### src/rtl/mmio_uart_tx.sv
// mmio_uart_tx: store-snooping MMIO UART transmitter with a byte FIFO and a pollable status word.
// Define MMIO_UART_PARITY_EN to insert an even-parity bit between the data bits and the stop bit.
module mmio_uart_tx #(
  parameter logic [31:0] BASE_ADDR    = 32'hFFFF_FF00,
  parameter int          CLKS_PER_BIT = 16,
  parameter int          FIFO_DEPTH   = 8
) (
  input  logic        clk,
  input  logic        reset,
  input  logic        memwrite,
  input  logic [31:0] dataaddr,
  input  logic [31:0] writedata,
  output logic        sel,
  output logic [31:0] readdata,
  output logic        txd,
  output logic        busy
);

  localparam int PW = (FIFO_DEPTH > 1) ? $clog2(FIFO_DEPTH) : 1;
  localparam int CW = PW + 1;
  localparam int BW = (CLKS_PER_BIT > 1) ? $clog2(CLKS_PER_BIT) : 1;

  localparam logic [31:0]   TXDATA_ADDR = BASE_ADDR;
  localparam logic [31:0]   STATUS_ADDR = BASE_ADDR + 32'd4;
  localparam logic [PW-1:0] PTR_ONE     = PW'(1);
  localparam logic [CW-1:0] CNT_ONE     = CW'(1);
  localparam logic [CW-1:0] CNT_FULL    = CW'(FIFO_DEPTH);
  localparam logic [BW-1:0] BAUD_ONE    = BW'(1);
  localparam logic [BW-1:0] BAUD_LAST   = BW'(CLKS_PER_BIT - 1);

  localparam logic [2:0] ST_IDLE  = 3'd0;
  localparam logic [2:0] ST_START = 3'd1;
  localparam logic [2:0] ST_DATA  = 3'd2;
  localparam logic [2:0] ST_STOP  = 3'd3;
`ifdef MMIO_UART_PARITY_EN
  localparam logic [2:0] ST_PARITY     = 3'd4;
  localparam logic [2:0] ST_AFTER_DATA = ST_PARITY;
  localparam logic       PARITY_FLAG   = 1'b1;
`else
  localparam logic [2:0] ST_AFTER_DATA = ST_STOP;
  localparam logic       PARITY_FLAG   = 1'b0;
`endif

  // FIFO storage and pointers
  logic [7:0]    fifo_mem [FIFO_DEPTH];
  logic [PW-1:0] rd_ptr_q, rd_ptr_d;
  logic [PW-1:0] wr_ptr_q, wr_ptr_d;
  logic [CW-1:0] count_q, count_d;

  // Transmit FSM and output registers
  logic [2:0]    state_q, state_d;
  logic [BW-1:0] baud_q, baud_d;
  logic [2:0]    bit_q, bit_d;
  logic [7:0]    shift_q, shift_d;
  logic          txd_q, txd_d;
  logic          busy_q, busy_d;
  logic          overflow_q, overflow_d;
`ifdef MMIO_UART_PARITY_EN
  logic          parity_q, parity_d;
`endif

  logic       is_txdata;
  logic       is_status;
  logic       full;
  logic       empty;
  logic       pop;
  logic       push_req;
  logic       push_ok;
  logic       baud_last;
  logic [7:0] head_byte;
  logic       unused_wdata_hi;

  assign unused_wdata_hi = ^writedata[31:8];

  assign is_txdata = (dataaddr == TXDATA_ADDR);
  assign is_status = (dataaddr == STATUS_ADDR);
  assign sel       = is_txdata | is_status;

  assign full      = (count_q == CNT_FULL);
  assign empty     = (count_q == '0);
  assign head_byte = fifo_mem[rd_ptr_q];
  assign baud_last = (baud_q == BAUD_LAST);

  // A full FIFO still accepts a byte when the FSM frees a slot on the same edge.
  assign push_req = memwrite & is_txdata;
  assign push_ok  = push_req & (~full | pop);

  always_comb begin
    readdata = '0;
    if (is_status) begin
      readdata = {28'b0, PARITY_FLAG, overflow_q, full, busy_q};
    end
  end

  always_comb begin
    overflow_d = overflow_q;
    if (memwrite && is_status) begin
      overflow_d = 1'b0;
    end else if (push_req && !push_ok) begin
      overflow_d = 1'b1;
    end
  end

  always_comb begin
    count_d  = count_q;
    rd_ptr_d = rd_ptr_q;
    wr_ptr_d = wr_ptr_q;
    if (push_ok && !pop) begin
      count_d = count_q + CNT_ONE;
    end else if (!push_ok && pop) begin
      count_d = count_q - CNT_ONE;
    end
    if (pop) begin
      rd_ptr_d = rd_ptr_q + PTR_ONE;
    end
    if (push_ok) begin
      wr_ptr_d = wr_ptr_q + PTR_ONE;
    end
  end

  always_comb begin
    state_d = state_q;
    baud_d  = baud_q;
    bit_d   = bit_q;
    shift_d = shift_q;
    pop     = 1'b0;
    case (state_q)
      ST_IDLE: begin
        baud_d = '0;
        if (!empty) begin
          pop     = 1'b1;
          state_d = ST_START;
        end
      end
      ST_START: begin
        if (baud_last) begin
          baud_d  = '0;
          bit_d   = '0;
          state_d = ST_DATA;
        end else begin
          baud_d = baud_q + BAUD_ONE;
        end
      end
      ST_DATA: begin
        if (baud_last) begin
          baud_d  = '0;
          shift_d = {1'b0, shift_q[7:1]};
          if (bit_q == 3'd7) begin
            state_d = ST_AFTER_DATA;
          end else begin
            bit_d = bit_q + 3'd1;
          end
        end else begin
          baud_d = baud_q + BAUD_ONE;
        end
      end
`ifdef MMIO_UART_PARITY_EN
      ST_PARITY: begin
        if (baud_last) begin
          baud_d  = '0;
          state_d = ST_STOP;
        end else begin
          baud_d = baud_q + BAUD_ONE;
        end
      end
`endif
      ST_STOP: begin
        // Chain straight into the next start bit so queued bytes leave without an idle gap.
        if (baud_last) begin
          baud_d = '0;
          if (!empty) begin
            pop     = 1'b1;
            state_d = ST_START;
          end else begin
            state_d = ST_IDLE;
          end
        end else begin
          baud_d = baud_q + BAUD_ONE;
        end
      end
      default: begin
        state_d = ST_IDLE;
        baud_d  = '0;
      end
    endcase
    if (pop) begin
      shift_d = head_byte;
    end
  end

`ifdef MMIO_UART_PARITY_EN
  assign parity_d = pop ? ^head_byte : parity_q;
`endif

  // txd is registered from the next state so each bit appears on the edge that enters it.
  always_comb begin
    txd_d = 1'b1;
    case (state_d)
      ST_START:  txd_d = 1'b0;
      ST_DATA:   txd_d = shift_d[0];
`ifdef MMIO_UART_PARITY_EN
      ST_PARITY: txd_d = parity_d;
`endif
      default:   txd_d = 1'b1;
    endcase
  end

  assign busy_d = (state_d != ST_IDLE) || (count_d != '0);

  always_ff @(posedge clk) begin
    if (reset) begin
      state_q    <= ST_IDLE;
      baud_q     <= '0;
      bit_q      <= '0;
      shift_q    <= '0;
      txd_q      <= 1'b1;
      busy_q     <= 1'b0;
      overflow_q <= 1'b0;
      count_q    <= '0;
      rd_ptr_q   <= '0;
      wr_ptr_q   <= '0;
`ifdef MMIO_UART_PARITY_EN
      parity_q   <= 1'b0;
`endif
    end else begin
      state_q    <= state_d;
      baud_q     <= baud_d;
      bit_q      <= bit_d;
      shift_q    <= shift_d;
      txd_q      <= txd_d;
      busy_q     <= busy_d;
      overflow_q <= overflow_d;
      count_q    <= count_d;
      rd_ptr_q   <= rd_ptr_d;
      wr_ptr_q   <= wr_ptr_d;
`ifdef MMIO_UART_PARITY_EN
      parity_q   <= parity_d;
`endif
    end
  end

  always_ff @(posedge clk) begin
    if (!reset && push_ok) begin
      fifo_mem[wr_ptr_q] <= writedata[7:0];
    end
  end

  assign txd  = txd_q;
  assign busy = busy_q;

endmodule

### config.mk
export PLATFORM = sky130hd
export DESIGN_NAME = mmio_uart_tx
export DESIGN_NICKNAME = d
export VERILOG_FILES = /design/src/rtl/mmio_uart_tx.sv
export SDC_FILE = /design/constraint.sdc
export NUM_CORES = 1
export LEC_CHECK = 0
export BUFFER_PORTS_ARGS = -buffer_cell sky130_fd_sc_hd__buf_2
export CAP_MARGIN = 25
export CORE_MARGIN = 5
export CORE_UTILIZATION = 31
export CTS_CLUSTER_DIAMETER = 100
export DETAILED_ROUTE_END_ITERATION = 8
export SLEW_MARGIN = 20
export SYNTH_ARGS = -nofsm -noshare
export SYNTH_HDL_FRONTEND = slang
export SYNTH_SLANG_ARGS = --single-unit
### constraint.sdc
create_clock -name clk -period 5.1 [get_ports clk]
set_input_delay 1.02 -clock clk [delete_from_list [all_inputs] [get_ports clk]]
set_output_delay 1.02 -clock clk [all_outputs]
set_load 0.01 [all_outputs]
==> impl_metrics.toml <==
[outcome]
status = "finished, final reports clean"

[logic_synthesis]
syn_avg_cell_area_um2 = 13.3
seq_area_frac_synth_pct = 60.2
yosysWarnings = 0
synth_ff_type = "edfxtp_1"
yosys.area.top_type = "edfxtp_1"
ys_seq_elements = 98
synth_area_leaders = "edfxtp_1 (44%), dfxtp_1 (16%), mux4_2 (8.3%)"
synth_top_area_share_pct = 44.5
yosysMostFrequentCell = "edfxtp_1"
synth_commonest_cells = "edfxtp_1 (64), nor2_1 (43), dfxtp_1 (34)"
syn_area_um2 = 4320
async_flop_share_pct = 0
syn_inst = 324
synth-edff-count = 64
ys_types = 52

[power_and_ir_drop]
swShare_pct = 25.6
intPower_w = 0.00142
power_w = 0.00191
leakagePower_nw = 1.78
clkPwrFrac_pct = 36.1
ir_drop_mv = 0.235
combPwrFrac_pct = 15.3
p_switching_w = 0.000489
powerDensity_nw_per_um2 = 385
pwr-share-seq_pct = 48.6

[detailed_routing]
vias = 2584
routedWlPerCell_um = 14.2
ant_nets = 0
drtIter0Drc = 98
wl_mm = 7.94
drt_first_pass_iters = 4
vias_per_cell = 4.61
drc = 0

[timing]
finalSetupViolCount = 0
rsz0062_at_grt = "false"
drv_slew = 0
fin_hold_ws_ps = 454
finalSetupTns_ps = 0
tightest_slew_ps = 837
post-route-period-util_pct = 74.6
fin_skew_ps = 8.38
min_period_ps = 3800
fmax_ghz = 0.263
finalHoldViolCount = 0
relSlewSlack_pct = 44.1

[place]
gp_congestion = 0.784
dpl-instance-area_um2 = 4650
dp_hpwl_mm = 5.57
port_buffers = 48

[floorplanning]
initial_utilization_pct = 31.4
io_pins = 102
dieArea_um2 = 16400
die_height_um = 128
core_area_um2 = 13800
dieWidth_um = 128
fp-row-count = 43

[clock_network]
cts_sinks = 98
post_cts_resized = 0
ctsHoldBuffers = 0
post_cts_buffers = 0
clock_latency_ps = 340
clk_transition_reported_paths_ps = 70
cts_tree = "built"
clock_path_buffers = 2
clock-root-buffer = "clkbuf_16"
numCtsBuffers = 9
cts-htree-levels = 3

[setup_path]
r2r_cells = 7
r2r_slack_ps = 2460
critPathRequiredTime_ps = 5080
worstSetupPathType = "input port to flop"
r2r_end = "fifo_mem[6][1]"
crit_path_end_kind = "flop"
cpPeakStageDelay_ps = 530
slowest_stage = "or4_4"
crit_path_max_fanout = 8
critical_path.cell_chain = "buf_2, or4b_1, or4_4, nor4_4, nor2b_1, and2b_1, and4b_1"
path_buf_inv = 1
path_delay_family = "simple AND/OR/NAND/NOR gates"
start_kind = "input port"
reg2reg_from = "baud_q[0]"
cp.arrival_ps = 3780

[global_routing]
grt_use_total_pct = 9.85
overflow = 0
antenna_found_initial = 1
grt_max_degree = 35
grt_pass1_wl_mm = 12.6
grt_pass1_vias = 2526

[run]
cap_violations = 0

[worst_hold_path]
hold_path_startpoint = "baud_q[0]"
hold_path_class = "flop to flop"
min_to = "baud_q[0]"
hold_depth = 1

[cells_and_area]
syn2layout_area_growth_pct = 14.6
final_nets = 449
diodes = 0
drive_gt1_share_pct = 25.3
finish.instance_area_um2 = 4950
==> power groups by stage <==
stage | clock network, W | logic (W) | registers, W
final | 0.000688 | 0.000291 | 0.000926
after global routing | 0.000745 | 0.000328 | 0.000932
after CTS | 0.000707 | 0.000295 | 0.000926
after detailed placement | 0 | 0.000293 | 0.000943
after global placement | 0 | 0.000287 | 0.000942
after floorplan | 0 | 0.000249 | 0.000926
==> sequential cells by signal (all words and copies together) (netlist names), 3 cells and up, named ones only <==
signal	flops
baud_q	4
bit_q	3
count_q	4
fifo_mem	64
rd_ptr_q	3
shift_q	8
state_q	3
wr_ptr_q	3
==> layout make-up <==
| class | count | area [µm²] |
|---|---|---|
| Clock inverter | 7 | 80.1 |
| Fill cell | 1318 | 8820 |
| Timing Repair Buffer | 52 | 270 |
| Tap cell | 180 | 225 |
| Inverter | 7 | 26.3 |
| Clock buffer | 9 | 225 |
| Multi-Input combinational cell | 207 | 1520 |
| Sequential cell | 98 | 2600 |
==> worst max path at each step <==
stage | startpoint | endpoint | slack (ps) | cells after the start
2_1_floorplan | dataaddr[1] | fifo_mem[1][0] | 1050 | 6
3_3_place_gp | dataaddr[1] | fifo_mem[6][5] | 960 | 7
3_5_place_dp | dataaddr[1] | fifo_mem[6][5] | 910 | 7
4_1_cts | dataaddr[1] | fifo_mem[6][1] | 1280 | 7
5_1_grt | dataaddr[1] | fifo_mem[6][1] | 1140 | 7
6_report | dataaddr[1] | fifo_mem[6][1] | 1300 | 7
==> cells by family after synthesis <==
family / share of synthesized area (%)
simple gates: 13.5
flops: 60.2
buf+inv: 7.06
mux: 11.2
compound gates: 4.14
xor+xnor: 1.82
fa+ha+maj: 2.03
other cells: 0.0867
==> stage by stage <==
stage / cells / util, % / setup WS [ps]
global route: 560 / 36.0 / 1140
global placement: 544 / 33.7 / 962
CTS: 560 / 36.0 / 1280
detailed placement: 544 / 33.7 / 907
finish: 560 / 36.0 / 1300
floorplan: 353 / - / 1050
==> placed cells by master, fill, tap and decap left out, types with 3 or more instances in the layout <==
cell type  netlist  routed
mux4_2          16      16
a21oi_1          7       7
buf_4           29       4
dfxtp_1         34      34
buf_2            1      48
clkbuf_16        0       9
nand2_1         11      11
o21ai_0          4       4
nand3_1          5       5
and3_1           6       6
ha_1             7       7
mux2i_1         10      10
a221oi_1         6       6
inv_6            0       4
nor3_1           8       8
xor2_1           5       5
conb_1           1      30
nand4_1          7       7
nor2_1          43      43
nand2b_1         3       3
inv_1            7       7
xnor2_1          4       4
edfxtp_1        64      64
==> routing by layer <==
layer | wire length [µm] | part of all wire [%] | track usage (%) | vias to the layer above
met5 | 7 | 0.088 | 0 | -
met4 | 47 | 0.59 | 3.25 | 2
met3 | 875 | 11 | 3.33 | 4
met2 | 3780 | 48 | 16.6 | 103
met1 | 3230 | 41 | 11.8 | 1220
li1 | - | - | - | 1255
==> worst register-to-register path, delay by kind of cell (launching register included) <==
kind                     cells  cell delay (ps)
flip-flops                   1              350
AND/OR/NAND/NOR              5             1510
adder cells (fa/ha/maj)      1              240
AO/OA/AOI/OAI                1              180
Note: power is estimated with default switching activity, not from simulation.
